**src/rtl/bcd_pkg.sv**
```systemverilog
// Shared types and constants for the sequential binary-to-BCD converter.
package bcd_pkg;

  typedef enum logic {
    IDLE  = 1'b0,
    SHIFT = 1'b1
  } state_t;

  localparam int unsigned BCD_NIBBLE = 4;

  // Decoder code for "all segments off"; consumers substitute it where blank[i]=1.
  localparam logic [BCD_NIBBLE-1:0] DIGIT_BLANK = 4'hF;

endpackage

```
**src/rtl/bcd_add3.sv**
```systemverilog
// Per-digit shift-and-add-3 corrector: nibbles of 5 or more get +3 before the shift.
import bcd_pkg::*;

module bcd_add3 (
  input  logic [BCD_NIBBLE-1:0] nib,
  output logic [BCD_NIBBLE-1:0] nib_c
);

  always_comb begin
    nib_c = (nib >= 4'd5) ? (nib + 4'd3) : nib;
  end

endmodule

```
**src/rtl/bcd_convert_seq.sv**
```systemverilog
// Sequential binary-to-BCD converter, one shift per clock, with sign, leading-zero
// blank mask and overflow flag for the 7-segment display path.
import bcd_pkg::*;

module bcd_convert_seq #(
  parameter int unsigned WIDTH  = 10,
  parameter int unsigned DIGITS = 4
) (
  input  logic                       CLOCK_50,
  input  logic                       RESET_N,
  input  logic                       start,
  input  logic [WIDTH-1:0]           bin,
  input  logic                       neg,
  output logic                       busy,
  output logic                       done,
  output logic [BCD_NIBBLE*DIGITS-1:0] bcd,
  output logic                       sign,
  output logic [DIGITS-1:0]          blank,
  output logic                       ovf
);

  localparam int unsigned BCDW = DIGITS * BCD_NIBBLE;
  localparam int unsigned SRW  = BCDW + WIDTH;
  localparam int unsigned CW   = $clog2(WIDTH) + 1;

  state_t           state, state_d;
  logic [CW-1:0]    cnt, cnt_d;
  logic [SRW-1:0]   sr, sr_d, sr_corr, sr_shift;
  logic             neg_q, neg_d;
  logic             acc, acc_d, acc_next;
  logic             busy_d, done_d, sign_d, ovf_d;
  logic [BCDW-1:0]  bcd_d, dig_new;
  logic [DIGITS-1:0] blank_d, blank_new;

  // Correct every BCD nibble in parallel; the binary tail passes through untouched.
  assign sr_corr[WIDTH-1:0] = sr[WIDTH-1:0];

  for (genvar g = 0; g < int'(DIGITS); g++) begin : g_add3
    bcd_add3 u_add3 (
      .nib   (sr[WIDTH + g*BCD_NIBBLE +: BCD_NIBBLE]),
      .nib_c (sr_corr[WIDTH + g*BCD_NIBBLE +: BCD_NIBBLE])
    );
  end

  always_comb begin
    sr_shift = {sr_corr[SRW-2:0], 1'b0};
    acc_next = acc | sr_corr[SRW-1];
    dig_new  = sr_shift[SRW-1 -: BCDW];
  end

  // A digit is blanked while it and every digit above it are zero; units never blank.
  always_comb begin
    logic seen;
    seen      = 1'b0;
    blank_new = '0;
    for (int i = int'(DIGITS) - 1; i >= 1; i--) begin
      if (dig_new[i*BCD_NIBBLE +: BCD_NIBBLE] != '0) seen = 1'b1;
      blank_new[i] = ~seen;
    end
  end

  always_comb begin
    state_d = state;
    cnt_d   = cnt;
    sr_d    = sr;
    neg_d   = neg_q;
    acc_d   = acc;
    busy_d  = busy;
    done_d  = 1'b0;
    bcd_d   = bcd;
    sign_d  = sign;
    blank_d = blank;
    ovf_d   = ovf;
    case (state)
      IDLE: begin
        if (start) begin
          sr_d    = {{BCDW{1'b0}}, bin};
          neg_d   = neg;
          cnt_d   = '0;
          acc_d   = 1'b0;
          busy_d  = 1'b1;
          state_d = SHIFT;
        end
      end
      SHIFT: begin
        sr_d  = sr_shift;
        acc_d = acc_next;
        cnt_d = cnt + CW'(1);
        if (cnt == CW'(WIDTH - 1)) begin
          bcd_d   = dig_new;
          blank_d = blank_new;
          sign_d  = neg_q;
          ovf_d   = acc_next;
          done_d  = 1'b1;
          busy_d  = 1'b0;
          state_d = IDLE;
        end
      end
      default: state_d = IDLE;
    endcase
  end

  always_ff @(posedge CLOCK_50) begin
    if (!RESET_N) begin
      state <= IDLE;
      cnt   <= '0;
      sr    <= '0;
      neg_q <= 1'b0;
      acc   <= 1'b0;
      busy  <= 1'b0;
      done  <= 1'b0;
      bcd   <= '0;
      sign  <= 1'b0;
      blank <= '0;
      ovf   <= 1'b0;
    end else begin
      state <= state_d;
      cnt   <= cnt_d;
      sr    <= sr_d;
      neg_q <= neg_d;
      acc   <= acc_d;
      busy  <= busy_d;
      done  <= done_d;
      bcd   <= bcd_d;
      sign  <= sign_d;
      blank <= blank_d;
      ovf   <= ovf_d;
    end
  end

endmodule

```
**config.mk**
```make
export PLATFORM = sky130hd
export DESIGN_NAME = bcd_convert_seq
export DESIGN_NICKNAME = d
export VERILOG_FILES = /design/src/rtl/bcd_pkg.sv /design/src/rtl/bcd_add3.sv /design/src/rtl/bcd_convert_seq.sv
export SDC_FILE = /design/constraint.sdc
export NUM_CORES = 1
export LEC_CHECK = 0
export BUFFER_PORTS_ARGS = -buffer_cell sky130_fd_sc_hd__buf_2
export CORE_MARGIN = 8
export CORE_UTILIZATION = 59
export CTS_BUF_LIST = sky130_fd_sc_hd__clkbuf_2 sky130_fd_sc_hd__clkbuf_4 sky130_fd_sc_hd__clkbuf_8
export DETAILED_ROUTE_END_ITERATION = 7
export GPL_TIMING_DRIVEN = 0
export HOLD_SLACK_MARGIN = 0.05
export PLACE_DENSITY_LB_ADDON = 0.05
export SLEW_MARGIN = 20
export SYNTH_ARGS = -nofsm -noshare
export SYNTH_HDL_FRONTEND = slang
export SYNTH_SLANG_ARGS = --single-unit
export TNS_END_PERCENT = 100
```
**constraint.sdc**
```tcl
create_clock -name CLOCK_50 -period 2.3 [get_ports CLOCK_50]
set_clock_uncertainty 0.2 [all_clocks]
set_input_delay 0.23 -clock CLOCK_50 [delete_from_list [all_inputs] [get_ports CLOCK_50]]
set_output_delay 0.23 -clock CLOCK_50 [all_outputs]
set_load 0.05 [all_outputs]
```
=== Word-level counts from Yosys, hierarchy flattened ===
Cells that the tools add are included.

* Bits in registers: 57
* Input port bits: 14
* Output and inout bits: 24
* Logic and storage cells: 55

* $add $sub $neg: 5
* Magnitude comparators: 4
* Eq/ne operators: 3
* Mux-type cells: 20
* Bitwise operators: 5
* Reduce and logical (&&, ||, !) cells: 7

{| class="wikitable"
|+ Operator list
! cell !! number
|-
| $pmux W26 S2 || 1
|-
| $mux W26 || 1
|-
| $add A4 B2 Y4 const B || 4
|-
| $ge A4 B3 Y1 const B || 4
|-
| $mux W4 || 4
|-
| $reduce_bool A4 Y1 || 3
|-
| $pmux W5 S2 || 1
|-
| $mux W1 || 9
|-
| $reduce_and A2 Y1 || 4
|-
| $pmux W1 S2 || 3
|-
| $add A5 B1 Y5 const B || 1
|-
| $eq A5 B4 Y1 const B || 1
|-
| $mux W5 || 1
|-
| $not A1 Y1 || 4
|-
| $ne A2 B1 Y1 const B || 1
|-
| $ne A2 B2 Y1 const B || 1
|-
| $or A1 B1 Y1 || 1
|}

=== Depth between registers and ports, before layout ===
* Depth in word-level cells: 7
* Depth in mapped cells: 7

=== Hierarchy ===
From an unflattened synthesis, not the netlist that was laid out.

* Cells, all modules: 280
* Area total of the unflattened synthesis: 2616.3 um2

{| class="wikitable"
|+ By module, submodules not included
! module !! instances !! cells an instance !! area each (um2)
|-
| bcd_convert_seq || 1 || 216 || 2210.9
|-
| bcd_add3 || 4 || 16 || 101.3
|}

=== Worst setup path after synthesis ===
OpenSTA, ideal clock, no wires.

* Path kind: register to register
* From: register sr[22]
* To: register blank[1]
* Setup time: 0.061 ns
* Data arrival time: 1.634 ns
* Required time: 2.039 ns
* Slack: 0.405 ns
* Stages on the path, launching flop included: 8
* Path buffers: 0
* Clock period less this slack: 1.895 ns
* Cell sequence: dfxtp_1 > inv_1 > ha_1 > nand2b_1 > a21oi_1 > mux2i_1 > nor4b_4 > a32o_1

* Cells in the longest elaborated chain, start to end: 7
* Elaborated cells between the ends (all ways): 8
* Those cells by class: add/sub: 1; order compare: 1; mux: 4; bitwise: 1; reduce/logical: 1

{| class="wikitable"
|+ RTL lines
! what !! line !! text
|-
| start, declared || bcd_convert_seq.sv:28 || <nowiki>logic [SRW-1:0] sr, sr_d, sr_corr, sr_shift;</nowiki>
|-
| start signal, assigned || bcd_convert_seq.sv:119 || <nowiki>sr <= sr_d;</nowiki>
|-
| $add A4 B2 Y4 / $ge A4 B3 Y1 (equally long branches) || bcd_add3.sv:10 || <nowiki>nib_c = (nib >= 4'd5) ? (nib + 4'd3) : nib;</nowiki>
|-
| $mux W4 (*) || bcd_add3.sv:10 ||
|-
| $reduce_bool A4 Y1 (*) || bcd_convert_seq.sv:57 || <nowiki>if (dig_new[i*BCD_NIBBLE +: BCD_NIBBLE] != '0) seen = 1'b1;</nowiki>
|-
| $mux W1 (*) (3 in series) || bcd_convert_seq.sv:57 ||
|-
| $not A1 Y1 (*) || bcd_convert_seq.sv:58 || <nowiki>blank_new[i] = ~seen;</nowiki>
|-
| end signal, assigned || bcd_convert_seq.sv:126 || <nowiki>blank <= blank_d;</nowiki>
|-
| end, declared || bcd_convert_seq.sv:18 || <nowiki>output logic [DIGITS-1:0] blank,</nowiki>
|}

Mark *: on every way between the ends. The rest lies on a longest branch, timed or not.
A chain may end at the register's enable or synchronous reset.

=== Worst setup path in the final report ===
* From: register sr[18]
* To: register blank[1]

* Cells in the longest elaborated chain, start to end: 7
* Elaborated cells between the ends (all ways): 9
* Those cells by class: add/sub: 1; order compare: 1; mux: 4; bitwise: 1; reduce/logical: 2

{| class="wikitable"
|+ RTL lines
! what !! line
|-
| $add A4 B2 Y4 / $ge A4 B3 Y1 (equally long branches) || bcd_add3.sv:10
|-
| $mux W4 (*) || bcd_add3.sv:10
|-
| $reduce_bool A4 Y1 || bcd_convert_seq.sv:57
|-
| $mux W1 || bcd_convert_seq.sv:57
|-
| $mux W1 (*) (2 in series) || bcd_convert_seq.sv:57
|-
| $not A1 Y1 (*) || bcd_convert_seq.sv:58
|}

Marks and branches as above.

==> impl_results.md <==
- Design Power: approximately 2.0 mW
- Worst Setup SP: sr[18]
- Crit path time final: ~2.1 ns
- Endpoints failing setup: 0
- Full die area: 7260 um^2
- Pwr dens: 610 nW/um^2
- CTS max path bufs: 2
- Synth top area share: 40.4%
- Cells after DPL: between 400 and 500
- YS warnings: 0
- P_leak: ~1.4 nW
- Dpl cell area: slightly above 3000 um^2
- Post-DR vias/cell: between 5 and 6
- Clock transition at the registers of the reported paths: 0.06 ns
- Postcts setup bufs: 0
- Number of port buffers: 36
- First-pass detailed-route iteration total: 4
- Remaining Overflow, GRT: 0
- Worst Path Required: 2.38 ns
- Syn avg cell area: 8.72 um^2
- Fin cells: 434
- Post-synth EDFFs: 0
- Cell taking the most area after synthesis: dfxtp_1
- Core area: 4660 um^2
- Synth area leaders: dfxtp_1, nand2_1, mux2i_1, ha_1, nor2b_1
- Final ANT Viol Nets: 0
- Ports: 38
- Die Y: 85.2 um
- Starting DRT DRC Count: between 150 and 200
- Post-synth top cells: dfxtp_1, nand2_1, nor2b_1, a21oi_1
- GRT Util Overall: 19.0%
- Initial Util: 60.6%
- Synth Cell Area: 2830 um^2
- DP HPWL: about 4.8 mm
- Final Instance Area: 3300 um^2
- Fin Setup TNS: 0 ns
- Initial antenna violation count: 0
- Antenna Cells: 0
- TritonCTS Buffers: 9
- Vias in the first global route: 2278
- Grt peak-use layer: met2
- Skew-Pair Late Insertion Delay: 0.34 ns
- Crit. End Element: flip-flop
- Maximum vdd drop: roughly 420 uV
- Final Max Tran Viols: 0
- DRC: 0
- Flops & latches, synth: 57
- Site Rows: 25
- Worst Tran Pin Value: 0.641 ns
- Hold_sp: bin[3]
- CP arrival: roughly 2.2 ns
- Min Hold Slack: ~0.086 ns
- Hold Path Depth: 4
- Met1 GRT Util: 21.5%
- TritonCTS clock tree: built
- CP max FO: 5
- Clk Tree Root Cell: clkbuf_8
- Max Cap Viol: 0
- Area growth syn-to-layout: 16.7%
- Slew HR: 57.3%
- Fmax: 0.474 GHz
- R2R cell count: 7
- Final number of hold-violating endpoints: 0
- RSZ-0062 raised after global routing: false
- GRT met3 Usage: 5.60%
- Outcome: complete, no violations
- Post-synth top flop: dfxtp_1
- Class of the tightest hold or removal check: in -> reg
- Netlist cell types: 39
- Total Nets Final: roughly 400
- Synth async-reset ratio: 0%
- Layout cells sized above 1: 17.9%
- Clock sinks: 57
- Fin crit share: between 90 and 100%
- Detailed Route WL: 6.72 mm
- Most frequent cell after synthesis: dfxtp_1
- Grt met2 use: 30.7%
- First-pass GRT wire length: 10.8 mm
- Die Width: 85.2 um
- R2r startpoint: sr[18]
- Syn Nets: ~350
- Largest net degree at the start of global routing: 11
- CP Launch Type: flip-flop
- H-tree lvl count: 3
- Crit path kind: reg -> reg
- Routed wire length per instance: 15.5 um
- Syn Inst Count: 324
- Vias: 2398
- Sequential share of the synthesized area: 40.4%
- GP Congestion: a little over 0.9
[report_power, final]
part	switching, mW	internal (mW)
logic	0.0894	0.0575
registers	0.0104	1.00
clock network	0.383	0.468
[critical path, cell delays in order (launching register included)]
cell       delay, ns
dfxtp_1         0.35
inv_1           0.13
ha_1            0.27
nand2b_1        0.13
a2111oi_2       0.36
a31oi_1         0.12
nor4b_4         0.33
a32o_1          0.16
[cells by family after synthesis]
logic type | after synthesis | share of synthesized area (%)
AND/OR/NAND/NOR | 133 | 26.1
AO/OA/AOI/OAI | 71 | 16.9
flip-flops | 57 | 40.4
buffers and inverters | 30 | 4.47
multiplexers | 17 | 6.02
adder cells (fa/ha/maj) | 10 | 4.43
XOR/XNOR | 5 | 1.55
other | 1 | 0.133
[routing by layer]
metal	share of wire [%]	routed length (um)
met3	4.9	331
met1	45	3050
met4	3.0	199
met5	0	0
met2	47	3130
[what timing repair did]
action / CTS / global route
setup endpoints to repair: 0 / 1
hold buffers: 4 / 0
hold endpoints to repair: 4 / 0
gates resized for setup: 0 / 1
[through the flow]
stage                     util, %  setup WS, ns
after floorplan                 -         0.405
after global placement       66.0         0.162
after detailed placement     66.0         0.148
after CTS                    70.7         0.131
after global routing         70.8        0.0463
final                        70.8         0.190
[cell usage in the layout (no fill, tap or decap), types with 8 or more instances in the layout]
master	count
nand3_1	9
and2_1	11
inv_1	9
o21ai_0	17
mux2i_1	17
clkbuf_1	11
nor2b_1	20
nor2_1	8
a21oi_1	17
a21boi_0	14
ha_1	10
clkbuf_8	11
nor3b_1	16
nor3_1	9
dfxtp_1	57
nand2_1	48
buf_2	44
[worst paths after layout]
kind,end,slack [ns]
max,blank[1],0.19
min,sr[3],0.09
max reg2reg,blank[1],0.19
min reg2reg,bcd[5],0.26
[sequential cells by signal (all words and copies together) (netlist names), 3 cells and up]
register and cells:
sr 26, bcd 16, cnt 5, blank 3
[final cells by class]
type                       instances  area [um^2]
clock inverter                     3         15.0
multi-input combinational        237         1560
clock buffer                      13          166
sequential                        57         1140
fill                             383         1360
timing repair buffer              40          220
buffer                            21         92.6
inverter                           9         33.8
tap                               54         67.6
(Power assumes the default switching activity.)
